[src/rtl/store_buffer_pkg.sv]
// ---------------------------------------------------------------------------
// store_buffer_pkg
//
// Shared definitions for the store buffer and the data memory behind it.
//   - F3_* : load/store size codes carried on funct3.
//   - port_owner_t : which agent owns the single data-memory port this cycle.
//   - load_extract : narrows a 32-bit memory word to a load result,
//                    sign- or zero-extending the low byte/half as funct3 asks.
// ---------------------------------------------------------------------------
package store_buffer_pkg;

    localparam logic [2:0] F3_B  = 3'b000;
    localparam logic [2:0] F3_H  = 3'b001;
    localparam logic [2:0] F3_W  = 3'b010;
    localparam logic [2:0] F3_BU = 3'b100;
    localparam logic [2:0] F3_HU = 3'b101;

    typedef enum logic [1:0] {
        PORT_IDLE,
        PORT_LOAD,
        PORT_DRAIN
    } port_owner_t;

    // Memory is word-indexed, so byte and half accesses always use the low lanes.
    function automatic logic [31:0] load_extract(input logic [2:0] funct3,
                                                 input logic [31:0] word);
        logic [31:0] result;
        case (funct3)
            F3_B:    result = {{24{word[7]}}, word[7:0]};
            F3_H:    result = {{16{word[15]}}, word[15:0]};
            F3_BU:   result = {24'h0, word[7:0]};
            F3_HU:   result = {16'h0, word[15:0]};
            default: result = word;
        endcase
        return result;
    endfunction

endpackage

[src/rtl/store_buffer_if.sv]
// ---------------------------------------------------------------------------
// store_buffer_if
//
// MEM-stage request bus between the pipeline and the store buffer.
//   req_read / req_write : load / store request (never both)
//   req_funct3           : access size and signedness
//   req_addr             : word address
//   req_wdata            : store data
//   req_rdata            : load result, valid in the request cycle when !stall
//   stall                : request not accepted; the pipeline holds it
// Modports: master = pipeline, slave = store buffer.
// ---------------------------------------------------------------------------
interface store_buffer_if #(
    parameter int ADDR_W = 6
);
    logic              req_read;
    logic              req_write;
    logic [2:0]        req_funct3;
    logic [ADDR_W-1:0] req_addr;
    logic [31:0]       req_wdata;
    logic [31:0]       req_rdata;
    logic              stall;

    modport master (
        output req_read, req_write, req_funct3, req_addr, req_wdata,
        input  req_rdata, stall
    );

    modport slave (
        input  req_read, req_write, req_funct3, req_addr, req_wdata,
        output req_rdata, stall
    );

endinterface

[src/rtl/store_buffer_fifo.sv]
// ---------------------------------------------------------------------------
// sb_fifo
//
// Circular storage for pending stores. Entries are {valid, funct3, addr,
// wdata}; full and empty come from the occupancy count, never from pointer
// equality, so the pointers simply wrap modulo DEPTH.
//
// Ports:
//   clk, rst_n        clock, synchronous active-low reset
//   push, push_*      enqueue one store at the tail (ignored when full)
//   pop               dequeue the head (ignored when empty)
//   head_*            oldest entry, presented to the memory port on drain
//   entry_valid/addr  every slot, for the load address-match search
//   entry_funct3/wdata every slot, only present when SB_STORE_FWD_EN is set
//   rd_ptr            head index, so the caller can walk entries in age order
//   full, empty       occupancy flags
// ---------------------------------------------------------------------------
module sb_fifo #(
    parameter int DEPTH  = 4,
    parameter int ADDR_W = 6,
    localparam int PTR_W = $clog2(DEPTH)
) (
    input  logic                          clk,
    input  logic                          rst_n,
    input  logic                          push,
    input  logic [2:0]                    push_funct3,
    input  logic [ADDR_W-1:0]             push_addr,
    input  logic [31:0]                   push_wdata,
    input  logic                          pop,
    output logic [2:0]                    head_funct3,
    output logic [ADDR_W-1:0]             head_addr,
    output logic [31:0]                   head_wdata,
    output logic [DEPTH-1:0]              entry_valid,
    output logic [DEPTH-1:0][ADDR_W-1:0]  entry_addr,
`ifdef SB_STORE_FWD_EN
    output logic [DEPTH-1:0][2:0]         entry_funct3,
    output logic [DEPTH-1:0][31:0]        entry_wdata,
`endif
    output logic [PTR_W-1:0]              rd_ptr,
    output logic                          full,
    output logic                          empty
);

    logic [DEPTH-1:0]             valid_q;
    logic [DEPTH-1:0][2:0]        funct3_q;
    logic [DEPTH-1:0][ADDR_W-1:0] addr_q;
    logic [DEPTH-1:0][31:0]       wdata_q;
    logic [PTR_W-1:0]             wr_ptr_q;
    logic [PTR_W-1:0]             rd_ptr_q;
    logic [PTR_W:0]               count_q;
    logic                         push_ok;
    logic                         pop_ok;

    assign full    = (count_q == (PTR_W+1)'(DEPTH));
    assign empty   = (count_q == '0);
    assign push_ok = push && !full;
    assign pop_ok  = pop && !empty;

    // Control state: valid bits, pointers and count. Reset discards every
    // pending store by clearing valid and count.
    always_ff @(posedge clk) begin
        if (!rst_n) begin
            valid_q  <= '0;
            wr_ptr_q <= '0;
            rd_ptr_q <= '0;
            count_q  <= '0;
        end else begin
            if (push_ok) begin
                valid_q[wr_ptr_q] <= 1'b1;
                wr_ptr_q          <= wr_ptr_q + 1'b1;
            end
            if (pop_ok) begin
                valid_q[rd_ptr_q] <= 1'b0;
                rd_ptr_q          <= rd_ptr_q + 1'b1;
            end
            case ({push_ok, pop_ok})
                2'b10:   count_q <= count_q + 1'b1;
                2'b01:   count_q <= count_q - 1'b1;
                default: count_q <= count_q;
            endcase
        end
    end

    // Payload storage needs no reset; a slot is only read while its valid
    // bit is set.
    always_ff @(posedge clk) begin
        if (push_ok) begin
            funct3_q[wr_ptr_q] <= push_funct3;
            addr_q[wr_ptr_q]   <= push_addr;
            wdata_q[wr_ptr_q]  <= push_wdata;
        end
    end

    assign head_funct3  = funct3_q[rd_ptr_q];
    assign head_addr    = addr_q[rd_ptr_q];
    assign head_wdata   = wdata_q[rd_ptr_q];
    assign entry_valid  = valid_q;
    assign entry_addr   = addr_q;
`ifdef SB_STORE_FWD_EN
    assign entry_funct3 = funct3_q;
    assign entry_wdata  = wdata_q;
`endif
    assign rd_ptr       = rd_ptr_q;

endmodule

[src/rtl/store_buffer.sv]
// ---------------------------------------------------------------------------
// store_buffer
//
// Write buffer between the MEM stage and a word-indexed data memory. Stores
// are queued without stalling while space remains and drained to memory in
// cycles where the pipeline issues nothing. Loads always see every older
// store: a load whose word address matches a pending store stalls while the
// head is force-drained, until no match remains.
//
// Optional feature (macro SB_STORE_FWD_EN): a load whose youngest matching
// store is a full word is answered from the buffer without stalling, and the
// idle port may drain the head in the same cycle.
//
// Ports:
//   clk, rst_n   clock, synchronous active-low reset
//   req          store_buffer_if.slave MEM-stage request bus
//   dm_read      data memory MemRead
//   dm_write     data memory MemWrite
//   dm_funct3    data memory funct3
//   dm_addr      data memory word address
//   dm_wdata     data memory data_in
//   dm_rdata     data memory data_out (combinational, already extracted)
//   sb_empty     no pending stores
// ---------------------------------------------------------------------------
module store_buffer
    import store_buffer_pkg::*;
#(
    parameter int DEPTH  = 4,
    parameter int ADDR_W = 6
) (
    input  logic              clk,
    input  logic              rst_n,
    store_buffer_if.slave     req,
    output logic              dm_read,
    output logic              dm_write,
    output logic [2:0]        dm_funct3,
    output logic [ADDR_W-1:0] dm_addr,
    output logic [31:0]       dm_wdata,
    input  logic [31:0]       dm_rdata,
    output logic              sb_empty
);

    localparam int PTR_W = $clog2(DEPTH);

    logic                         push;
    logic                         pop;
    logic [2:0]                   head_funct3;
    logic [ADDR_W-1:0]            head_addr;
    logic [31:0]                  head_wdata;
    logic [DEPTH-1:0]             entry_valid;
    logic [DEPTH-1:0][ADDR_W-1:0] entry_addr;
    logic [PTR_W-1:0]             rd_ptr;
    logic                         full;
    logic                         empty;
    logic                         hit;
    port_owner_t                  owner;
`ifdef SB_STORE_FWD_EN
    logic [DEPTH-1:0][2:0]        entry_funct3;
    logic [DEPTH-1:0][31:0]       entry_wdata;
    logic [PTR_W-1:0]             youngest_idx;
`endif

    sb_fifo #(
        .DEPTH  (DEPTH),
        .ADDR_W (ADDR_W)
    ) u_fifo (
        .clk          (clk),
        .rst_n        (rst_n),
        .push         (push),
        .push_funct3  (req.req_funct3),
        .push_addr    (req.req_addr),
        .push_wdata   (req.req_wdata),
        .pop          (pop),
        .head_funct3  (head_funct3),
        .head_addr    (head_addr),
        .head_wdata   (head_wdata),
        .entry_valid  (entry_valid),
        .entry_addr   (entry_addr),
`ifdef SB_STORE_FWD_EN
        .entry_funct3 (entry_funct3),
        .entry_wdata  (entry_wdata),
`endif
        .rd_ptr       (rd_ptr),
        .full         (full),
        .empty        (empty)
    );

    // Address-match search over the pending stores. Slots are visited oldest
    // to youngest starting at the head, so the last match seen is the
    // youngest one, which is the value a forwarded load must return.
    // Sub-word stores match on the whole word address (conservative).
    always_comb begin
        logic [PTR_W-1:0] idx;
        idx = '0;
        hit = 1'b0;
`ifdef SB_STORE_FWD_EN
        youngest_idx = '0;
`endif
        for (int i = 0; i < DEPTH; i++) begin
            idx = rd_ptr + PTR_W'(i);
            if (entry_valid[idx] && (entry_addr[idx] == req.req_addr)) begin
                hit = 1'b1;
`ifdef SB_STORE_FWD_EN
                youngest_idx = idx;
`endif
            end
        end
    end

    // Port arbitration and request response. Priority on the single memory
    // port is forced drain, then load, then opportunistic drain. A drain is
    // forced when a store meets a full buffer or a load hits a pending store.
    // Opportunistic drains only take cycles where MEM issues nothing, so a
    // burst of stores fills the buffer before any of it reaches memory.
    // Everything is held quiet while rst_n is low.
    always_comb begin
        owner         = PORT_IDLE;
        push          = 1'b0;
        pop           = 1'b0;
        req.stall     = 1'b0;
        req.req_rdata = 32'h0;
        dm_read       = 1'b0;
        dm_write      = 1'b0;
        dm_funct3     = 3'b000;
        dm_addr       = '0;
        dm_wdata      = 32'h0;

        if (rst_n) begin
            if (req.req_write) begin
                if (full) begin
                    req.stall = 1'b1;
                    owner     = PORT_DRAIN;
                end else begin
                    push = 1'b1;
                end
            end else if (req.req_read) begin
                if (hit) begin
`ifdef SB_STORE_FWD_EN
                    if (entry_funct3[youngest_idx] == F3_W) begin
                        req.req_rdata = load_extract(req.req_funct3,
                                                     entry_wdata[youngest_idx]);
                        owner         = PORT_DRAIN;
                    end else begin
                        req.stall = 1'b1;
                        owner     = PORT_DRAIN;
                    end
`else
                    req.stall = 1'b1;
                    owner     = PORT_DRAIN;
`endif
                end else begin
                    owner         = PORT_LOAD;
                    req.req_rdata = dm_rdata;
                end
            end else if (!empty) begin
                owner = PORT_DRAIN;
            end
        end

        case (owner)
            PORT_LOAD: begin
                dm_read   = 1'b1;
                dm_funct3 = req.req_funct3;
                dm_addr   = req.req_addr;
            end
            PORT_DRAIN: begin
                dm_write  = 1'b1;
                dm_funct3 = head_funct3;
                dm_addr   = head_addr;
                dm_wdata  = head_wdata;
                pop       = 1'b1;
            end
            default: begin
            end
        endcase
    end

    assign sb_empty = !rst_n || empty;

endmodule

[src/flat_wrapper.sv]
// flat-port wrapper written by rule: the top's interface ports become plain ports
module store_buffer_flat import store_buffer_pkg::*;
#(
    parameter int DEPTH  = 4,
    parameter int ADDR_W = 6
)
  (clk, rst_n, dm_read, dm_write, dm_funct3, dm_addr, dm_wdata, dm_rdata, sb_empty, req_req_read, req_req_write, req_req_funct3, req_req_addr, req_req_wdata, req_req_rdata, req_stall);
  store_buffer_if #(.ADDR_W(ADDR_W)) req_i ();
  input  logic clk;
  input  logic rst_n;
  output logic dm_read;
  output logic dm_write;
  output logic [2:0] dm_funct3;
  output logic [ADDR_W-1:0] dm_addr;
  output logic [31:0] dm_wdata;
  input  logic [31:0] dm_rdata;
  output logic sb_empty;
  input wire logic [$bits(req_i.req_read)-1:0] req_req_read;
  input wire logic [$bits(req_i.req_write)-1:0] req_req_write;
  input wire logic [$bits(req_i.req_funct3)-1:0] req_req_funct3;
  input wire logic [$bits(req_i.req_addr)-1:0] req_req_addr;
  input wire logic [$bits(req_i.req_wdata)-1:0] req_req_wdata;
  output wire logic [$bits(req_i.req_rdata)-1:0] req_req_rdata;
  output wire logic [$bits(req_i.stall)-1:0] req_stall;
  assign req_i.req_read = req_req_read;
  assign req_i.req_write = req_req_write;
  assign req_i.req_funct3 = req_req_funct3;
  assign req_i.req_addr = req_req_addr;
  assign req_i.req_wdata = req_req_wdata;
  assign req_req_rdata = req_i.req_rdata;
  assign req_stall = req_i.stall;
  store_buffer #(.DEPTH(DEPTH), .ADDR_W(ADDR_W)) u_core (.clk(clk), .rst_n(rst_n), .req(req_i), .dm_read(dm_read), .dm_write(dm_write), .dm_funct3(dm_funct3), .dm_addr(dm_addr), .dm_wdata(dm_wdata), .dm_rdata(dm_rdata), .sb_empty(sb_empty));
endmodule
[config.mk]
export PLATFORM = sky130hd
export DESIGN_NAME = store_buffer_flat
export DESIGN_NICKNAME = d
export VERILOG_FILES = /design/src/rtl/store_buffer_pkg.sv /design/src/rtl/store_buffer_if.sv /design/src/rtl/store_buffer_fifo.sv /design/src/rtl/store_buffer.sv /design/src/flat_wrapper.sv
export SDC_FILE = /design/constraint.sdc
export NUM_CORES = 1
export LEC_CHECK = 0
export ABC_AREA = 1
export CORE_AREA = 3 3 165 167
export DETAILED_ROUTE_END_ITERATION = 8
export DIE_AREA = 0 0 168 170
export PLACE_DENSITY = 0.56
export SETUP_SLACK_MARGIN = 0.4
export SYNTH_ARGS = -nofsm -noshare
export SYNTH_HDL_FRONTEND = slang
export SYNTH_HIERARCHICAL = 1
export SYNTH_SLANG_ARGS = --single-unit
[constraint.sdc]
create_clock -name clk -period 5.1 [get_ports clk]
set_clock_uncertainty 0.05 [all_clocks]
set_input_delay 1.02 -clock clk [delete_from_list [all_inputs] [get_ports clk]]
set_output_delay 1.02 -clock clk [all_outputs]
set_load 0.005 [all_outputs]
; After elaboration in Yosys (flattened, before gate mapping)
; Cells that the tools add are included.
; Widths: inputs -> output; s select.
[totals]
romBits = 0
ff_bits = 175
word_cells = 119
in_bits = 77
latchBits = 0
ram_bits = 0
memories = 0
[classes]
n_mul = 0
n_reduce_logical = 14
bitwise_logic = 3
eq_ne = 9
magnitude_cmp = 7
shift = 0
div = 0
mux = 64
n_addsub = 6
[op_table]
columns = operator, n
row1 = $mux 32, 7
row2 = $bwmux 128, 1
row3 = $bmux 32 s2, 1
row4 = $demux 32 s2, 1
row5 = $bmux 6 s2, 4
row6 = $mux 6, 5
row7 = $bwmux 24, 1
row8 = $eq 6x6->1, 4
row9 = $mux 1, 20
row10 = $lt 2x3->1 const B, 5
row11 = $bwmux 12, 1
row12 = $demux 6 s2, 1
row13 = $mux 2, 6
row14 = $mux 4, 3
row15 = $pmux 3 s2, 2
row16 = $pmux 6 s2, 1
row17 = $bmux 1 s2, 4
row18 = $logic_and 1x1->1, 8
row19 = $bmux 3 s2, 1
row20 = $demux 3 s2, 1
row21 = $mux 3, 2
row22 = $add 2x1->2 const B, 2
row23 = $add 2x2->2 const B, 2
row24 = $and 4x4->4, 1
row25 = 13 further kinds, 19

; Longest topological paths before layout
; Gate-level depths: netlist of the first run.
[logic_depth]
ltp_word = 17
depth_mapped = 30
mapped_depth_nobuf = 27

; By module
; The synthesis of the first run kept the hierarchy.
[by_module_without_submodules]
columns = module, area_per_inst_um2, n_inst, cells_per_inst, seq_area_each_um2
row1 = sb_fifo, 6910.4, 1, 494, 5144.9
row2 = store_buffer, 2084.5, 1, 469, 0.0

; Worst setup path before layout of the first run
; OpenSTA, ideal clock, no wires.
[synth_path]
kind = input -> output
startpoint = input req_req_addr[0]
endpoint = output dm_funct3[1]
n_path_buf = 2
path_stages = 16
path_slack_ps = 1378
arrival_time_ps = 2652
path_cell_list = inv_1 -> nand3_1 -> nand2_1 -> nor2_1 -> nand2_1 -> nor2_1 -> nor2_1 -> nand2_1 -> nor2_1 -> nand3_2 -> buf_6 -> inv_1 -> ha_1 -> clkbuf_1 -> nand2_1 -> a21oi_2
[synth_via]
elab_chain_cells = 12
[synth_rtl]
columns = element, line
row1 = "start, declared", flat_wrapper.sv:21  ; input wire logic [$bits(req_i.req_addr)-1:0] req_req_addr;
row2 = $eq 6x6->1, store_buffer.sv:101  ; if (entry_valid[idx] && (entry_addr[idx] == req.req_addr)) begin
row3 = $logic_and 1x1->1, store_buffer.sv:101
row4 = $mux 1 (3 in series), store_buffer.sv:101
row5 = $mux 1 (*), store_buffer.sv:101
row6 = $mux 2 (*), store_buffer.sv:137  ; if (hit) begin
row7 = $mux 2 (*), store_buffer.sv:136  ; end else if (req.req_read) begin
row8 = $mux 2 (*), store_buffer.sv:129  ; if (req.req_write) begin
row9 = $mux 2 (*), store_buffer.sv:128  ; if (rst_n) begin
row10 = $eq 2x2->1 / $eq 2x1->1 (equally long branches), store_buffer.sv:160  ; case (owner)
row11 = $pmux 3 s2 (*), store_buffer.sv:160
row12 = "end, declared", flat_wrapper.sv:13  ; output logic [2:0] dm_funct3;
; Every way passes the cells marked *; elsewhere a longest branch is shown, timed or not.

; Final worst setup path of the first run
[layout_path]
startpoint = input req_req_addr[4]
endpoint = output dm_funct3[1]
; Same word-level chain as after synthesis.

==> metrics.txt, run 1 <==
HP Class=reg -> reg; Nets=1216; Seq cells post-synth=175; Synth Cell Area=8995 sq um; WP data required=4.03 ns; area leader, netlist=edfxtp_1; hpwl dp=14.57 mm; first-pass GRT wire length=35.80 mm; Setup TNS=0 ns; Synth Area per Inst=9.340 sq um; Clock Path Buffers=2; period utilisation layout=0.8745; Post-synth top flop=edfxtp_1; final wirelength=22.29 mm; Final Non-Filler Cells=1475; WL/cell=15.11 um; critical path capture point type=output port; Fin. Hold Viols=0; EDFF count, synth=164; initial core utilization=0.3471; Num CTS Buffers=17; dominant cells by area after synthesis=edfxtp_1 55%, nand2_1 10%, inv_1 4.6%, nor2_1 4.5%, nand3_1 3.4%; Critical Path Fanout Max=9; clock slew at reported path FFs=0.07 ns; core area=25910 sq um; layout cell share with drive strength beyond 1=0.1386; measured slew at the worst slew-check pin=1.099 ns; pin count of the biggest net entering global routing=58; hold_buf cts=0; clock sink count=175; worst path arrival time=3.39 ns; final setup fails=0; CTS Root Cell=clkbuf_16; die area=28560 sq um; ys async rst share=0; Antenna Nets Post-Route=0; GRT Util Overall=0.1577; Post-route DRC=0; crit start category=input port; via count=6962; routed vias/inst=4.720; Max VDD drop=0.2233 mV; f_max=224.2 MHz; routability cong.=0.8801; slew margin rel.=0.2666; status=finished, final reports clean; CTS tree=done; Cell Pwr Density=298.9 nW/um^2; Synthesized Nets=1052; synth unique cells=31; die width=168 um; DR WL met2=10.63 mm; post-synthesis cell count=963; top routing layer in use=met4; ant diodes=0; Initial DRT Pass Iterations=5; IO Pins=154; H-tree levels=4; global route overflow=0; register area share after synthesis=0.5720; synth cell count leaders=242 x nand2_1, 164 x edfxtp_1, 110 x inv_1; # rows=59; PortBufs=153; P_leak=4.750 nW; met3 wire len=1.145 mm; met1 WL=10.26 mm; Die H=170 um; Max-Cap Viols=0; most frequent cell after synthesis=nand2_1; Worst Path Class, Setup=in -> out; Tmin final=4.460 ns; fillcell total=2507; initial antenna violation count=0; Synth warnings=6; initial DRC count=348; vias in the first global route=6724; placed instance count=1432; post-synth top area share=0.5475; area added between synthesis and finish=29.54%; Final Max Slew Viols=0; Clock Latency Late Sink=0.43 ns; RSZ-0062 raised after global routing=false
-- timing repair --
action                                  CTS  global route
endpoints found under the setup margin   41            45
cloned                                    1             0
gates resized for setup                  16            15
setup buffers                             0            10
pin swaps                                 1             1
-- stage by stage --
stage / instance area (sq um) / power (W) / hold WS [ns] / setup WS [ns] / util
after global placement: 10880 / 0.002226 / 0.4457 / 0.2813 / 0.4198
after global routing: 11650 / 0.003648 / 0.4994 / 0.3984 / 0.4497
final: 11650 / 0.003483 / 0.4570 / 0.6403 / 0.4497
after floorplan: 8995 / 0.001998 / 0.4216 / 1.378 / -
after detailed placement: 10880 / 0.002228 / 0.4476 / 0.2647 / 0.4198
after CTS: 11510 / 0.003503 / 0.4593 / 0.4078 / 0.4441
-- worst paths after layout --
path              slack, ns                         to  depth (start not counted)                       from
setup / recovery       0.64               dm_funct3[1]                         17            req_req_addr[4]
hold / removal         0.46  u_core/u_fifo/wr_ptr_q[1]                          2  u_core/u_fifo/wr_ptr_q[1]
setup reg to reg       1.75   u_core/u_fifo/count_q[2]                         26    u_core/u_fifo/rd_ptr[0]
hold reg to reg        0.46  u_core/u_fifo/wr_ptr_q[1]                          2  u_core/u_fifo/wr_ptr_q[1]
-- metal layers --
metal / GRT usage / up-vias
met3: 0.03089 / 17
li1: - / 3511
met1: 0.2081 / 3259
met2: 0.2677 / 175
met5: 0 / -
met4: 0.04162 / 0
-- power by group --
group | leakage [nW] | switching, W | internal (W)
Combinational | 2.88 | 0.000338 | 0.000254
Clock | 0.287 | 0.000607 | 0.000660
Sequential | 1.58 | 0.0000159 | 0.00161
-- critical path: stages --
cell	delay, ns
dlygate4sd2_1	0.30
inv_1	0.14
nand3_1	0.09
nand2_1	0.11
nand3_1	0.08
nor2_1	0.10
nor2_1	0.05
nand2_1	0.11
nand2_1	0.07
nand2_1	0.07
nand2_2	0.08
nand2_4	0.09
inv_1	0.07
ha_4	0.25
buf_12	0.14
a21oi_2	0.10
clkdlybuf4s50_1	0.51
-- cell usage in the layout (no fill, tap or decap), drive strengths merged --
cell type / instances
clkinv: 5
clkbuf: 17
o22ai: 41
o21ai: 89
nand3b: 1
edfxtp: 164
ha: 11
nor3: 1
fa: 1
clkdlybuf4s15: 1
xor2: 1
nand2: 255
clkinvlp: 1
nand3: 63
nor2: 144
a21oi: 18
buf: 41
dlygate4sd2: 10
or2: 1
clkdlybuf4s50: 141
dlymetal6s2s: 1
dfxtp: 11
inv: 122
-- area by class of cell --
cell class,count,area (sq um),share of cell area
clock buffer,17,425.4,0.03651
clock inverter,15,165.2,0.01417
inverter,113,431.7,0.03705
multi-input combinational,626,3107,0.2666
sequential,175,5152,0.4422
tap,335,419.2,0.03597
timing repair buffer,194,1952,0.1675
-- state kept, by name, summed over array words and instances (netlist names) --
name,cells
u_core/u_fifo/count_q,3
u_core/u_fifo/funct3_q,12
u_core/u_fifo/entry_addr,24
u_core/u_fifo/rd_ptr,2
u_core/u_fifo/wr_ptr_q,2
u_core/u_fifo/entry_valid,4
u_core/u_fifo/wdata_q,128
-- logic make-up (layout without fill, tap and decap cells) --
logic type | count (synthesis) | after routing | synth area share
flip-flops | 175 | 175 | 0.5720
AND/OR/NAND/NOR | 465 | 465 | 0.2237
buffers and inverters | 162 | 339 | 0.08652
AO/OA/AOI/OAI | 148 | 148 | 0.09932
adder cells (fa/ha/maj) | 12 | 12 | 0.01753
XOR/XNOR | 1 | 1 | 0.0009739
Power figures use the tool's default switching activity.
==> run 2: changes to the inputs <==
Settings changed: ABC_CLOCK_PERIOD_IN_PS set to 5100.
==> results of run 2 <==
Same layout as run 1: the final DEF is identical, and so are final timing and power.
==> run 3: changes to the inputs <==
Settings changed: CAP_MARGIN set to 20.
==> metrics.txt, run 3 (synthesis results as in run 1) <==
Die H=170 um (unchanged); Worst Path Class, Setup=in -> out; routability cong.=0.8801 (unchanged); GRT Util Overall=0.1577 (unchanged); hold_buf cts=0 (unchanged); CP bufs+invs=5 (unchanged); Clock Path Buffers=2 (unchanged); Initial DRT Pass Iterations=4 (-1); placed instance count=1432 (unchanged); status=finished, final reports clean; P_leak=4.764 nW (+0.29%); pre-CTS setup slack=0.2647 ns (unchanged); ant diodes=0 (unchanged); Worst Hold End=u_core/u_fifo/wr_ptr_q[1]; via count=6952 (-0.14%); Critical Path Fanout Max=9 (unchanged); measured slew at the worst slew-check pin=0.7354 ns (-0.3635 ns); Reg with most FFs=u_core/u_fifo/wdata_q; Setup WS post-layout=0.6496 ns (+0.009303 ns); max FFs per register=128 (unchanged); Post-route DRC=0 (unchanged); initial core utilization=0.3471 (unchanged); die area=28560 sq um (unchanged); final core occ=0.4508 (+0.001062); HP Class=reg -> reg; slew margin rel.=0.5090 (+0.2424); Cell Pwr Density=298.6 nW/um^2 (-0.12%); WHS Path Cells=2 (unchanged); # rows=59 (unchanged); most frequent cells in the layout=242 x nand2_1, 164 x edfxtp_1, 141 x clkdlybuf4s50_1, 107 x nor2_1, 104 x inv_1; CTS Root Cell=clkbuf_16; global route overflow=0 (unchanged); IO Pins=154 (unchanged); PortBufs=153 (unchanged); final setup fails=0 (unchanged); area added between synthesis and finish=29.85%; Setup TNS=0 ns (unchanged); Clock Latency Late Sink=0.43 ns (about the same); worst reg2reg startpoint=u_core/u_fifo/rd_ptr[0]; Nets=1217 (+0.082%); CP cell instances=dlygate4sd2_1 > buf_4 > nand3_1 > nand2_1 > nor2_1 > nand2_1 > nor2_1 > nor2_1 > nand2_1 > nand2_1 > nand2_1 > nand2_2 > nand2_4 > inv_1 > ha_4 > buf_12 > a21oi_2 > clkdlybuf4s50_1; Tmin final=4.450 ns (-0.009303 ns); reg2reg setup slack=1.76 ns (about the same); Worst Reg2Reg Path Length in Cells=26 (unchanged); initial antenna violation count=0 (unchanged); pin count of the biggest net entering global routing=58 (unchanged); initial DRC count=357 (+2.6%); clock slew at reported path FFs=0.07 ns (about the same); CP max stage delay=0.51 ns (about the same); routed vias/inst=4.710 (-0.21%); vias in the first global route=6724 (unchanged); WP data required=4.03 ns (about the same); final wirelength=22.25 mm (-0.17%); hpwl dp=14.57 mm (unchanged); CTS tree=done; crit start category=input port; clock sink count=175 (unchanged); Final Non-Filler Cells=1476 (+0.068%); f_max=224.7 MHz (+0.21%); CP dominant cell by count=nand2_1; worst path arrival time=3.38 ns (about the same); Antenna Nets Post-Route=0 (unchanged); core area=25910 sq um (unchanged); RR Endpoint=u_core/u_fifo/count_q[2]; H-tree levels=4 (unchanged); critical path capture point type=output port; period utilisation layout=0.8726 (-0.001824); first-pass GRT wire length=35.80 mm (unchanged); Max VDD drop=0.2234 mV (about the same); Fin. Hold Viols=0 (unchanged); die width=168 um (unchanged); most common cell after layout, fill and taps aside=nand2_1; WL/cell=15.07 um (-0.24%); layout cell share with drive strength beyond 1=0.1394 (+0.0007550); hold_sp=u_core/u_fifo/wr_ptr_q[1]; RSZ-0062 raised after global routing=false; slowest CP cell=clkdlybuf4s50_1; Num CTS Buffers=17 (unchanged); Max-Cap Viols=0 (unchanged); Final Max Slew Viols=0 (unchanged); Top Family by Delay on Critical Path=buffers and inverters
[run 3: worst reg2reg max path, cell delays in order (launching register included)]
cell	delay, ns
dfxtp_4	0.44
buf_12	0.24
nand2_1	0.09
o21ai_1	0.14
nand2_1	0.11
nand2_1	0.07
nand2_1	0.05
nand2_1	0.10
nand3_1	0.08
nor2_1	0.10
nor2_1	0.05
nand2_1	0.11
nand2_1	0.07
nand2_1	0.07
nand2_2	0.08
nand2_1	0.29
inv_1	0.08
nor2_1	0.12
ha_1	0.17
inv_1	0.06
fa_1	0.38
inv_1	0.07
nand2_1	0.04
nand3_1	0.08
nand2_1	0.06
nand2_1	0.05
nor2_1	0.03
[run 3: worst max path at each step]
stage,startpoint,endpoint,cells past startpoint
after floorplan,req_req_addr[0],dm_funct3[1],16
after global placement,req_req_addr[1],dm_wdata[8],19
after detailed placement,req_req_addr[1],dm_wdata[6],19
after CTS,req_req_addr[3],dm_funct3[1],18
after global routing,req_req_addr[5],dm_wdata[6],19
final,req_req_addr[5],dm_funct3[1],18
[run 3: cell type report]
type / count / area [sq um]
fill: 2504 / 14230
sequential: 175 / 5152
multi-input combinational: 626 / 3107
timing repair buffer: 195 / 1979
inverter: 113 / 431.7
clock buffer: 17 / 425.4
tap: 335 / 419.2
clock inverter: 15 / 165.2
[run 3: per-stage QoR]
step                area (sq um)  power, W  hold slack (ns)
finish                     11680  0.003487           0.4570
global route               11680  0.003652           0.4994
floorplan                   8995  0.001998           0.4216
CTS                        11510  0.003503           0.4593
detailed placement         10880  0.002228           0.4476
global placement           10880  0.002226           0.4457
[run 3: where the power goes]
group / total, W / internal (W) / switching, W
Clock: 0.00127 / 0.000660 / 0.000607
Sequential: 0.00162 / 0.00161 / 0.0000160
Combinational: 0.000595 / 0.000256 / 0.000339
Total: 0.00349 / 0.00253 / 0.000962
[run 3: what timing repair did]
action	CTS	global route
endpoints found under the setup margin	41	45
pin swaps	1	1
cloned	1	0
buffers inserted	0	10
resized for setup	16	15
[run 3: metal layers]
layer,global-route usage,wire (um),vias to the layer above
met5,0,0,-
met4,0.04162,276,0
met3,0.03089,1119,19
met2,0.2677,10530,176
met1,0.2081,10330,3244
li1,-,-,3513
